File: src/rtl/fetch_pkg.sv
// Shared definitions for the instruction fetch path: bus widths common with the
// instruction memory and the fetch FSM state encoding.
package fetch_pkg;

    localparam int unsigned FETCH_ADDR_W = 8;
    localparam int unsigned FETCH_DATA_W = 8;

    typedef enum logic [1:0] {
        IDLE = 2'd0,
        REQ  = 2'd1,
        WAIT = 2'd2,
        HOLD = 2'd3
    } fetch_state_t;

    // Width of a down-counter that must hold MEM_LAT-1 (at least one bit).
    function automatic int unsigned wait_cnt_width(input int unsigned lat);
        return (lat > 1) ? $clog2(lat) : 1;
    endfunction

endpackage

File: src/rtl/fetch_unit.sv
// Instruction fetch initiator: owns the PC, strobes the instruction memory, waits
// out its read latency and hands the captured byte to the control unit.
module fetch_unit
    import fetch_pkg::*;
#(
    parameter int unsigned ADDR_W   = FETCH_ADDR_W,
    parameter int unsigned DATA_W   = FETCH_DATA_W,
    parameter int unsigned RESET_PC = 0,
    parameter int unsigned MEM_LAT  = 1
) (
    input  logic              clk,
    input  logic              rstn,
    input  logic              req,
    input  logic              ack,
    input  logic              jmp,
    input  logic [ADDR_W-1:0] jmp_addr,
    input  logic [DATA_W-1:0] instr,
    output logic              FETCH,
    output logic [ADDR_W-1:0] iAddr,
    output logic [DATA_W-1:0] ir,
    output logic              ir_valid,
    output logic [ADDR_W-1:0] pc,
    output logic              busy
);

    localparam int unsigned CNT_W = wait_cnt_width(MEM_LAT);

    fetch_state_t      r_state;
    fetch_state_t      w_state_nxt;
    logic [ADDR_W-1:0] r_pc;
    logic [ADDR_W-1:0] r_iaddr;
    logic              r_fetch;
    logic [DATA_W-1:0] r_ir;
    logic              r_ir_valid;
    logic [CNT_W-1:0]  r_cnt;

    logic w_start;
    logic w_jump;
    logic w_capture;
    logic w_consume;
    logic w_cnt_load;
    logic w_cnt_dec;

    always_ff @(posedge clk or negedge rstn) begin
        if (!rstn) begin
            r_state <= IDLE;
        end else begin
            r_state <= w_state_nxt;
        end
    end

    always_comb begin
        w_state_nxt = r_state;
        w_start     = 1'b0;
        w_jump      = 1'b0;
        w_capture   = 1'b0;
        w_consume   = 1'b0;
        w_cnt_load  = 1'b0;
        w_cnt_dec   = 1'b0;
        case (r_state)
            IDLE: begin
                // A jump wins over a simultaneous request; the request is dropped.
                if (jmp) begin
                    w_jump = 1'b1;
                end else if (req) begin
                    w_start     = 1'b1;
                    w_state_nxt = REQ;
                end
            end
            REQ: begin
                w_cnt_load  = 1'b1;
                w_state_nxt = WAIT;
            end
            WAIT: begin
                if (r_cnt != '0) begin
                    w_cnt_dec = 1'b1;
                end else begin
                    w_capture   = 1'b1;
                    w_state_nxt = HOLD;
                end
            end
            HOLD: begin
                if (jmp) begin
                    w_jump      = 1'b1;
                    w_consume   = 1'b1;
                    w_state_nxt = IDLE;
                end else if (ack) begin
                    w_consume = 1'b1;
                    if (req) begin
                        w_start     = 1'b1;
                        w_state_nxt = REQ;
                    end else begin
                        w_state_nxt = IDLE;
                    end
                end
            end
            default: w_state_nxt = IDLE;
        endcase
    end

    always_ff @(posedge clk or negedge rstn) begin
        if (!rstn) begin
            r_pc       <= ADDR_W'(RESET_PC);
            r_iaddr    <= ADDR_W'(RESET_PC);
            r_fetch    <= 1'b0;
            r_ir       <= '0;
            r_ir_valid <= 1'b0;
            r_cnt      <= '0;
        end else begin
            if (w_jump) begin
                r_pc <= jmp_addr;
            end else if (w_capture) begin
                r_pc <= r_pc + 1'b1;
            end

            if (w_start) begin
                r_iaddr <= r_pc;
            end

            // REQ always lasts one cycle, so the strobe simply follows entry into REQ.
            r_fetch <= w_start;

            if (w_cnt_load) begin
                r_cnt <= CNT_W'(MEM_LAT - 1);
            end else if (w_cnt_dec) begin
                r_cnt <= r_cnt - 1'b1;
            end

            if (w_capture) begin
                r_ir <= instr;
            end

            if (w_capture) begin
                r_ir_valid <= 1'b1;
            end else if (w_consume) begin
                r_ir_valid <= 1'b0;
            end
        end
    end

    assign FETCH    = r_fetch;
    assign iAddr    = r_iaddr;
    assign ir       = r_ir;
    assign ir_valid = r_ir_valid;
    assign pc       = r_pc;
    assign busy     = (r_state == REQ) || (r_state == WAIT);

endmodule
File: config.mk
export PLATFORM = sky130hd
export DESIGN_NAME = fetch_unit
export DESIGN_NICKNAME = d
export VERILOG_FILES = /design/src/rtl/fetch_pkg.sv /design/src/rtl/fetch_unit.sv
export SDC_FILE = /design/constraint.sdc
export NUM_CORES = 1
export LEC_CHECK = 0
export CELL_PAD_IN_SITES_DETAIL_PLACEMENT = 1
export CELL_PAD_IN_SITES_GLOBAL_PLACEMENT = 1
export CORE_ASPECT_RATIO = 0.7
export CORE_MARGIN = 2
export CORE_UTILIZATION = 37
export DETAILED_ROUTE_END_ITERATION = 8
export MAX_ROUTING_LAYER = met4
export PLACE_DENSITY = 0.95
export SYNTH_ARGS = -nofsm -noshare
export SYNTH_HDL_FRONTEND = slang
export SYNTH_SLANG_ARGS = --single-unit
File: constraint.sdc
create_clock -name clk -period 2.93 [get_ports clk]
set_input_delay 0.586 -clock clk [delete_from_list [all_inputs] [get_ports clk]]
set_output_delay 0.586 -clock clk [all_outputs]
set_load 0.05 [all_outputs]
==> flow_summary.ini <==
[worst_hold_path]
hp-class = flip-flop to flip-flop
min_delay_path_depth = 1

[cts]
h-tree-depth = 2
cts.hold.buffers_added = 0
cts_setup_buffers = 0
cts.sinks = 29
insertion_delay_ns = 0.28
postCtsResizedCells = 0
cts-root-buf = clkbuf_8
tritoncts = yes
cts_inserted_buffers = 5
clk_path_buf_depth = 2
clk_pin_slew_worst_paths_ns = 0.06

[sta]
setup_violations = 0
fin_setup_tns_ns = 0
hold_viol = 0
slew_violations = 0
relSlewSlack = 0.629
worst_pin_slew_ns = 0.555
period_minus_slack_ns = 2.75
holdWs_ns = 0.482
finalCritPeriodShare = 0.938
skew_ns = 0.00219
max_freq_mhz = 364
rsz0062_at_grt = no

[floorplan]
core_um2 = 3510
design.portCount = 48
dieHeight_um = 54.8
die_area_um2 = 4190
chipWidth_um = 76.5
initial_utilization = 0.387
num_rows = 18

[logic_synthesis]
synth_adder_area_share = 0.0460
async_reset_ff_frac = 1.00
syn_area_per_cell_um2 = 12.0
yosys_warnings = 0
ys_ff_latch = 29
synth_xor_xnor_area_share = 0.0129
netlist_area_um2 = 1360
synth_edf_count = 0
synth_mux_area_frac = 0.148
synth_top_family_by_area = simple AND/OR/NAND/NOR gates
synth_nets = 139
syn_inst = 113
yosys.area_share.simple = 0.153
synth.distinct_cells = 32
synthFlopType = dfrtp_1
synth_compound_area_frac = 0.0873
ys_seq_area_frac = 0.533

[grt]
overflow = 0
grt_first_pass_wirelength_um = 6040
grt_usage = 0.204
grt_max_degree = 30
antenna_found_initial = 0
grt_pass1_vias = 1245

[finish]
syn2layout_area_growth_pct = 45.5
final_core_util = 0.564
num_antenna_cells = 0
fin_nets = 193
fin_area_um2 = 1980
fillers = 386
drive_gt1_frac = 0.179

[worst_setup_path]
crit_required_ns = 2.34
path_class = flip-flop to output port
path_max_fanout = 6
r2r_cells = 4
arrival_ns = 2.16
cp-start-kind = flip-flop
cp-end-kind = output port

[placed_design]
port_buffers = 47
gp_congestion = 0.741
dp_hpwl_um = 2700
placed_cell_area_um2 = 1900

[route]
viasPerCell = 5.34
routed_wl_um = 3830
antenna_left = 0
drc = 0
dr.pass1.iters = 4
avgRoutedWirePerCell_um = 17.6
vias = 1165
first_iter_violations = 95

[status]
status = finished, final reports clean

[run]
drv_cap = 0
-- synthesized netlist by cell type, types with 2 or more instances --
cell | number | area, um2
nor2_1 | 5 | 18.8
nand2_1 | 7 | 26.3
a31oi_1 | 5 | 31.3
nand4_1 | 2 | 12.5
ha_1 | 5 | 62.6
o21ai_0 | 8 | 40.0
nor2b_1 | 3 | 18.8
nand3b_1 | 2 | 15.0
nand3_1 | 2 | 10.0
mux2_2 | 17 | 191
or3_1 | 4 | 25.0
xnor2_1 | 2 | 17.5
inv_1 | 4 | 15.0
dfrtp_1 | 29 | 726
-- critical path: stages (launching register included) --
cell             delay, ns
dfrtp_1               0.49
inv_1                 0.15
ha_1                  0.41
clkdlybuf4s50_1       0.83
-- path summary, 6_finish.rpt --
path,from,endpoint,slack [ns]
setup / recovery,r_state[0],busy,0.18
hold / removal,ir_valid,ir_valid,0.48
setup reg to reg,r_state[0],iAddr[3],0.86
hold reg to reg,ir_valid,ir_valid,0.48
max in group asynchronous,rstn,ir[7],1.97
min in group asynchronous,rstn,ir[2],0.68
-- registers in the layout (all words and copies together) (netlist names) --
name      cells
pc            8
ir            8
iAddr         8
ir_valid      1
r_cnt         1
r_state       2
FETCH         1
-- metal layers --
metal / global-route usage / routed length, um / up-vias
met1: 0.213 / 1600 / 591
met4: 0.112 / 66 / 0
li1: - / - / 516
met2: 0.361 / 1880 / 50
met5: - / 0 / -
met3: 0.0627 / 273 / 8
-- through the flow --
step / setup slack, ns / std cells
2_1_floorplan: 0.926 / 113
3_3_place_gp: 0.664 / 210
3_5_place_dp: 0.544 / 210
4_1_cts: 0.216 / 218
5_1_grt: 0.156 / 218
6_report: 0.183 / 218
-- cell usage in the layout, fill, tap and decap left out, types with 2 or more instances in the layout --
| cell | Yosys | layout |
|---|---|---|
| inv_1 | 4 | 4 |
| nand2_1 | 7 | 7 |
| nand4_1 | 2 | 2 |
| nand3_1 | 2 | 2 |
| clkdlybuf4s50_1 | 0 | 47 |
| nor2_1 | 5 | 5 |
| o21ai_0 | 8 | 8 |
| xnor2_1 | 2 | 2 |
| or3_1 | 4 | 4 |
| clkbuf_8 | 0 | 5 |
| dfrtp_1 | 29 | 29 |
| nor2b_1 | 3 | 3 |
| clkinv_2 | 0 | 2 |
| a31oi_1 | 5 | 5 |
| buf_4 | 1 | 2 |
| mux2_2 | 17 | 17 |
| nand3b_1 | 2 | 2 |
| ha_1 | 5 | 5 |
-- final cells by class --
cell class              instances  area [um2]  area share
clock inverters                 2        10.0     0.00505
flip-flops and latches         29         726       0.366
well taps                      50        62.6      0.0316
inverters                       4        15.0     0.00758
multi-input cells              78         609       0.308
clock buffers                   6        72.6      0.0366
repair buffers                 49         485       0.245
-- cell families after synthesis --
family | after synthesis
AO/OA/AOI/OAI | 19
multiplexers | 18
flip-flops | 29
buffers and inverters | 6
AND/OR/NAND/NOR | 34
adder cells (fa/ha/maj) | 5
XOR/XNOR | 2
Power is left out: the tool's default activity adds up to more than one toggle a clock period on the data nets, which glitch-free logic cannot reach.
